$ cat src/rtl/id_ex_pipe_p.sv
// ID/EX pipeline register stage: decodes the fetched instruction (class code,
// immediate, illegal flag), reads operands with an optional write-back
// bypass, inserts load-use bubbles and honours flush and EX backpressure.
// All state updates on the falling edge of clk2.
module id_ex_pipe_p #(
  parameter int XLEN      = 32,
  parameter int HAZARD_EN = 1,
  parameter int WB_BYPASS = 1
) (
  input  logic            clk2,
  input  logic            rst_n,
  input  logic            if_id_valid,
  output logic            if_id_ready,
  input  logic [31:0]     IF_ID_IR,
  input  logic [XLEN-1:0] IF_ID_NPC,
  output logic [4:0]      rs1_addr,
  output logic [4:0]      rs2_addr,
  input  logic [XLEN-1:0] rs1,
  input  logic [XLEN-1:0] rs2,
  input  logic            wb_we,
  input  logic [4:0]      wb_rd,
  input  logic [XLEN-1:0] wb_data,
  input  logic            cond_stage,
  input  logic            ex_ready,
  output logic            ID_EX_valid,
  output logic [31:0]     ID_EX_IR,
  output logic [XLEN-1:0] ID_EX_NPC,
  output logic [XLEN-1:0] ID_EX_imm,
  output logic [XLEN-1:0] ID_EX_rs1,
  output logic [XLEN-1:0] ID_EX_rs2,
  output logic [4:0]      ID_EX_rd,
  output logic [2:0]      ID_EX_type,
  output logic            ID_EX_illegal
);

  localparam logic [2:0] T_I_LOAD  = 3'b000;
  localparam logic [2:0] T_I_LOGIC = 3'b001;
  localparam logic [2:0] T_S       = 3'b010;
  localparam logic [2:0] T_R       = 3'b011;
  localparam logic [2:0] T_J       = 3'b100;
  localparam logic [2:0] T_U       = 3'b101;
  localparam logic [2:0] T_I_JUMP  = 3'b110;
  localparam logic [2:0] T_B       = 3'b111;

  logic [6:0]      opcode;
  logic [XLEN-1:0] imm_i, imm_s, imm_b, imm_j, imm_u;
  logic [2:0]      dec_type;
  logic [XLEN-1:0] dec_imm;
  logic            dec_illegal;
  logic            uses_rs1, uses_rs2;
  logic            load_use;
  logic            load_en;
  logic [XLEN-1:0] rs1_val, rs2_val;

  assign opcode   = IF_ID_IR[6:0];
  assign rs1_addr = IF_ID_IR[19:15];
  assign rs2_addr = IF_ID_IR[24:20];

  // Signed-to-wider casts sign-extend from IR[31] for any XLEN.
  assign imm_i = XLEN'($signed(IF_ID_IR[31:20]));
  assign imm_s = XLEN'($signed({IF_ID_IR[31:25], IF_ID_IR[11:7]}));
  assign imm_b = XLEN'($signed({IF_ID_IR[31], IF_ID_IR[7], IF_ID_IR[30:25],
                                IF_ID_IR[11:8], 1'b0}));
  assign imm_j = XLEN'($signed({IF_ID_IR[31], IF_ID_IR[19:12], IF_ID_IR[20],
                                IF_ID_IR[30:21], 1'b0}));
  assign imm_u = XLEN'($signed({IF_ID_IR[31:12], 12'b0}));

  // Opcode to class code and immediate; unknown opcodes decode as an
  // illegal I_logic with a zero immediate so nothing downstream sees X.
  always_comb begin
    dec_type    = T_I_LOGIC;
    dec_imm     = '0;
    dec_illegal = 1'b0;
    case (opcode)
      7'b0110011: dec_type = T_R;
      7'b0010011,
      7'b1110011: begin dec_type = T_I_LOGIC; dec_imm = imm_i; end
      7'b0000011: begin dec_type = T_I_LOAD;  dec_imm = imm_i; end
      7'b1100111: begin dec_type = T_I_JUMP;  dec_imm = imm_i; end
      7'b0100011: begin dec_type = T_S;       dec_imm = imm_s; end
      7'b1100011: begin dec_type = T_B;       dec_imm = imm_b; end
      7'b1101111: begin dec_type = T_J;       dec_imm = imm_j; end
      7'b0010111,
      7'b0110111: begin dec_type = T_U;       dec_imm = imm_u; end
      default:    dec_illegal = 1'b1;
    endcase
  end

  // Which source fields the incoming instruction really reads.
  assign uses_rs1 = (dec_type != T_J) && (dec_type != T_U);
  assign uses_rs2 = (dec_type == T_R) || (dec_type == T_S) || (dec_type == T_B);

  // A load in ID_EX whose result is needed by the incoming instruction.
  assign load_use = (HAZARD_EN != 0) && ID_EX_valid && (ID_EX_type == T_I_LOAD) &&
                    (ID_EX_rd != 5'd0) && if_id_valid &&
                    (((ID_EX_rd == rs1_addr) && uses_rs1) ||
                     ((ID_EX_rd == rs2_addr) && uses_rs2));

  assign if_id_ready = (!ID_EX_valid || ex_ready) && !load_use;
  assign load_en     = if_id_valid && if_id_ready;

  // Write-back bypass so a value written this cycle is not missed; x0 never.
  assign rs1_val = ((WB_BYPASS != 0) && wb_we && (wb_rd != 5'd0) && (wb_rd == rs1_addr))
                   ? wb_data : rs1;
  assign rs2_val = ((WB_BYPASS != 0) && wb_we && (wb_rd != 5'd0) && (wb_rd == rs2_addr))
                   ? wb_data : rs2;

  // Stage register: reset > flush > load > hold > bubble. A bubble leaves
  // NPC and operand registers untouched since they are meaningless when invalid.
  always_ff @(negedge clk2) begin
    if (!rst_n) begin
      ID_EX_valid   <= 1'b0;
      ID_EX_IR      <= '0;
      ID_EX_NPC     <= '0;
      ID_EX_imm     <= '0;
      ID_EX_rs1     <= '0;
      ID_EX_rs2     <= '0;
      ID_EX_rd      <= '0;
      ID_EX_type    <= T_I_LOGIC;
      ID_EX_illegal <= 1'b0;
    end else if (!cond_stage && load_en) begin
      ID_EX_valid   <= 1'b1;
      ID_EX_IR      <= IF_ID_IR;
      ID_EX_NPC     <= IF_ID_NPC;
      ID_EX_imm     <= dec_imm;
      ID_EX_rs1     <= rs1_val;
      ID_EX_rs2     <= rs2_val;
      ID_EX_rd      <= IF_ID_IR[11:7];
      ID_EX_type    <= dec_type;
      ID_EX_illegal <= dec_illegal;
    end else if (!cond_stage && ID_EX_valid && !ex_ready) begin
      ID_EX_valid   <= ID_EX_valid;
    end else begin
      ID_EX_valid   <= 1'b0;
      ID_EX_IR      <= '0;
      ID_EX_imm     <= '0;
      ID_EX_rd      <= '0;
      ID_EX_type    <= T_I_LOGIC;
      ID_EX_illegal <= 1'b0;
    end
  end

endmodule

$ cat config.mk
export PLATFORM = sky130hd
export DESIGN_NAME = id_ex_pipe_p
export DESIGN_NICKNAME = d
export VERILOG_FILES = /design/src/rtl/id_ex_pipe_p.sv
export SDC_FILE = /design/constraint.sdc
export NUM_CORES = 1
export LEC_CHECK = 0
export BUFFER_PORTS_ARGS = -buffer_cell sky130_fd_sc_hd__buf_2
export CAP_MARGIN = 10
export CORE_AREA = 2 2 136 138
export DETAILED_ROUTE_END_ITERATION = 7
export DIE_AREA = 0 0 138 140
export GPL_ROUTABILITY_DRIVEN = 0
export PLACE_DENSITY = 0.76
export SLEW_MARGIN = 25
export SYNTH_ARGS = -nofsm -noshare
export SYNTH_HDL_FRONTEND = slang
export SYNTH_SLANG_ARGS = --single-unit
$ cat constraint.sdc
create_clock -name clk2 -period 4.6 [get_ports clk2]
set_input_delay 0.46 -clock clk2 [delete_from_list [all_inputs] [get_ports clk2]]
set_output_delay 0.46 -clock clk2 [all_outputs]
set_load 0.01 [all_outputs]
==> qor.csv <==
stage,metric,value,unit
timing,setup_violations,0,
cts,root_buffer,clkbuf_16,
timing,tightest_slew,735,ps
die,coreArea,17800,um^2
logic_synthesis,synth_area_leader_cell,dfxtp_1,
run,maxCapViolations,0,
logic_synthesis,ys_warn_count,0,
final_layout,fillers,1540,
cts,cts.reportedPaths.clkPinSlew,30,ps
grt,gr-total-overflow,0,
timing,setup_ws,14.8,ps
placed_design,hpwl,17200,um
power_and_ir_drop,p_leak,0.00630,uW
logic_synthesis,synth.top_cell.area_share,0.417,
grt,grt_max_degree,194,
cts,cts.sinks,165,
power_and_ir_drop,ir_drop,0.000247,V
cts,numCtsBuffers,17,
final_layout,regArea,3310,um^2
logic_synthesis,ys_types,47,
logic_synthesis,synthCells,884,
critical_path,critPathRequiredTime,4140,ps
die,die_area,19300,um^2
critical_path,slowest_delay,410,ps
grt,grt_pass1_vias,8453,
final_layout,nets,1530,
final_layout,utilization,0.630,
die,die_x,138,um
die,num_rows,49,
final_layout,final_layout_size_suffix_gt1_frac,0.319,
critical_path,worstPathMaxFanout,6,
logic_synthesis,synth_area,7920,um^2
die,num_io_pins,352,
placed_design,post-place-ws,-11.9,ps
drt,wl_per_cell,16.0,um
cts,ctsHtreeMaxLevel,4,
timing,tns,0,ps
logic_synthesis,syn_avg_cell_area,8.95,um^2
drt,drc,0,
logic_synthesis,synthTopCellsByCount,"dfxtp_1 (165), nand2_1 (152), mux2i_1 (96)",
die,dieHeight,140,um
logic_synthesis,synth_edf_count,0,
final_layout,antennaDiodeCount,0,
drt,dr.pass1.iters,5,
timing,fin_skew,33.9,ps
placed_design,io_buffers,351,
outcome,status,completed,
logic_synthesis,async_reset_ff_frac,0,
final_layout,multi_input_area,4170,um^2
cts,cts_buffer_depth,2,
placed_design,place_inst,1404,
logic_synthesis,synth-main-ff-cell,dfxtp_1,
logic_synthesis,ys_ff_latch,165,
grt,grt_usage,0.254,
timing,timing.final.max_slew_violations,0,
logic_synthesis,synth_area_leaders,"dfxtp_1 (42%), mux2i_1 (12%), nand2_1 (7.2%), a22o_1 (6.6%), a21boi_0 (6.1%)",
cts,hold_buffers,0,
drt,ant_nets,0,
critical_path,cp_slowest_cell,dfxtp_2,
power_and_ir_drop,fin_total_pwr,4080,uW
final_layout,syn_to_final_growth,41.4,%
logic_synthesis,synth_fp_nets,1055,
cts,cts_tree,done,
timing,rsz0062_at_grt,yes,
grt,antenna_found_initial,0,
logic_synthesis,yosysMostFrequentCell,dfxtp_1,
drt,routed_wl,25600,um
cts,clk_latency,480,ps
critical_path,worstPathArrival,4130,ps
critical_path,crit_chain,nor3_1 > a211o_1 > nor4_2 > nor2_1 > buf_2,
grt,grt_pass1_wl,40500,um
timing,slew_headroom,0.510,
critical_path,worst-setup-path-type,reg2out,
power_and_ir_drop,power_density,365,nW/um^2
die,start_util,0.445,
final_layout,final_cells,1601,
drt,vias_per_cell,5.30,
min_path,hold_class,reg2reg,
logic_synthesis,yosysSeqAreaShare,0.417,
critical_path,crit_path_start_kind,flop,
timing,hold_viol,0,
critical_path,end_kind,output pin,
drt,vias,8482,
drt,drt_iter0_markers,630,
-- per-stage QoR --
stage / area [um^2] / hold WS (ps)
floorplan: 7920 / 479
global placement: 9930 / 442
detailed placement: 9930 / 448
CTS: 11200 / 456
global route: 11200 / 476
finish: 11200 / 454
-- layer usage --
metal | track usage | vias up | wire [um]
met2 | 0.422 | 397 | 12800
met1 | 0.281 | 3950 | 10200
met5 | 0 | - | 0
li1 | - | 4081 | -
met3 | 0.0971 | 54 | 1970
met4 | 0.137 | 0 | 728
-- worst max-delay path: cells and delay by family (launching register included) --
family	cells	cell delay, ps
AO/OA/AOI/OAI	1	370
AND/OR/NAND/NOR	3	440
buffers and inverters	1	150
flip-flops	1	410
-- final timing paths --
path,startpoint,end,slack [ps],cells past startpoint
worst max-delay path,ID_EX_IR[11]$_SDFFE_NN0P_,if_id_ready,10,5
worst min-delay path,ID_EX_imm[5]$_SDFFE_NN0P_,ID_EX_imm[5]$_SDFFE_NN0P_,450,1
worst max register to register,ID_EX_IR[11]$_SDFFE_NN0P_,ID_EX_rs2[10]$_SDFFE_NN0P_,2410,7
worst min register to register,ID_EX_imm[5]$_SDFFE_NN0P_,ID_EX_imm[5]$_SDFFE_NN0P_,450,1
-- cell families after synthesis --
| group | share of synthesized area |
|---|---|
| compound gates | 0.219 |
| xor+xnor | 0.0232 |
| buf+inv | 0.0642 |
| flops | 0.417 |
| mux | 0.121 |
| simple gates | 0.155 |
-- where the power goes --
group | switching [uW] | internal (uW) | total, uW | leakage (uW)
logic | 279 | 221 | 500 | 0.00378
clock network | 1120 | 937 | 2060 | 0.00118
registers | 29.9 | 1490 | 1520 | 0.00135
-- final cells by class --
class / count / share of cell area
Sequential cell: 165 / 0.296
Timing Repair Buffer: 389 / 0.195
Clock buffer: 17 / 0.0380
Multi-Input combinational cell: 618 / 0.372
Tap cell: 229 / 0.0256
Clock inverter: 180 / 0.0722
Inverter: 3 / 0.00101
-- flip-flops by register name, summed over array words and instances (netlist names) --
name           cells
ID_EX_type         3
ID_EX_rs1         32
ID_EX_NPC         32
ID_EX_imm         32
ID_EX_IR          32
ID_EX_rs2         32
ID_EX_valid        1
ID_EX_illegal      1
-- timing repair --
item                                    4_1_cts  5_1_grt
buffers inserted                              1        0
pin swaps                                     2        0
endpoints found under the setup margin        1        1
gates resized for setup                       4        5
cloned                                        0        0
-- layout by cell type (no fill, tap or decap), drive strengths merged, types with 7 or more instances in the layout --
| cell | n |
|---|---|
| dfxtp | 165 |
| nor3 | 7 |
| a32o | 8 |
| inv | 177 |
| xnor2 | 16 |
| a22o | 60 |
| mux2i | 96 |
| and3 | 66 |
| nor2 | 7 |
| nand2 | 152 |
| o21ai | 80 |
| buf | 389 |
| a21o | 7 |
| a21boi | 64 |
| clkbuf | 17 |
Note: power is estimated with default switching activity, not from simulation.
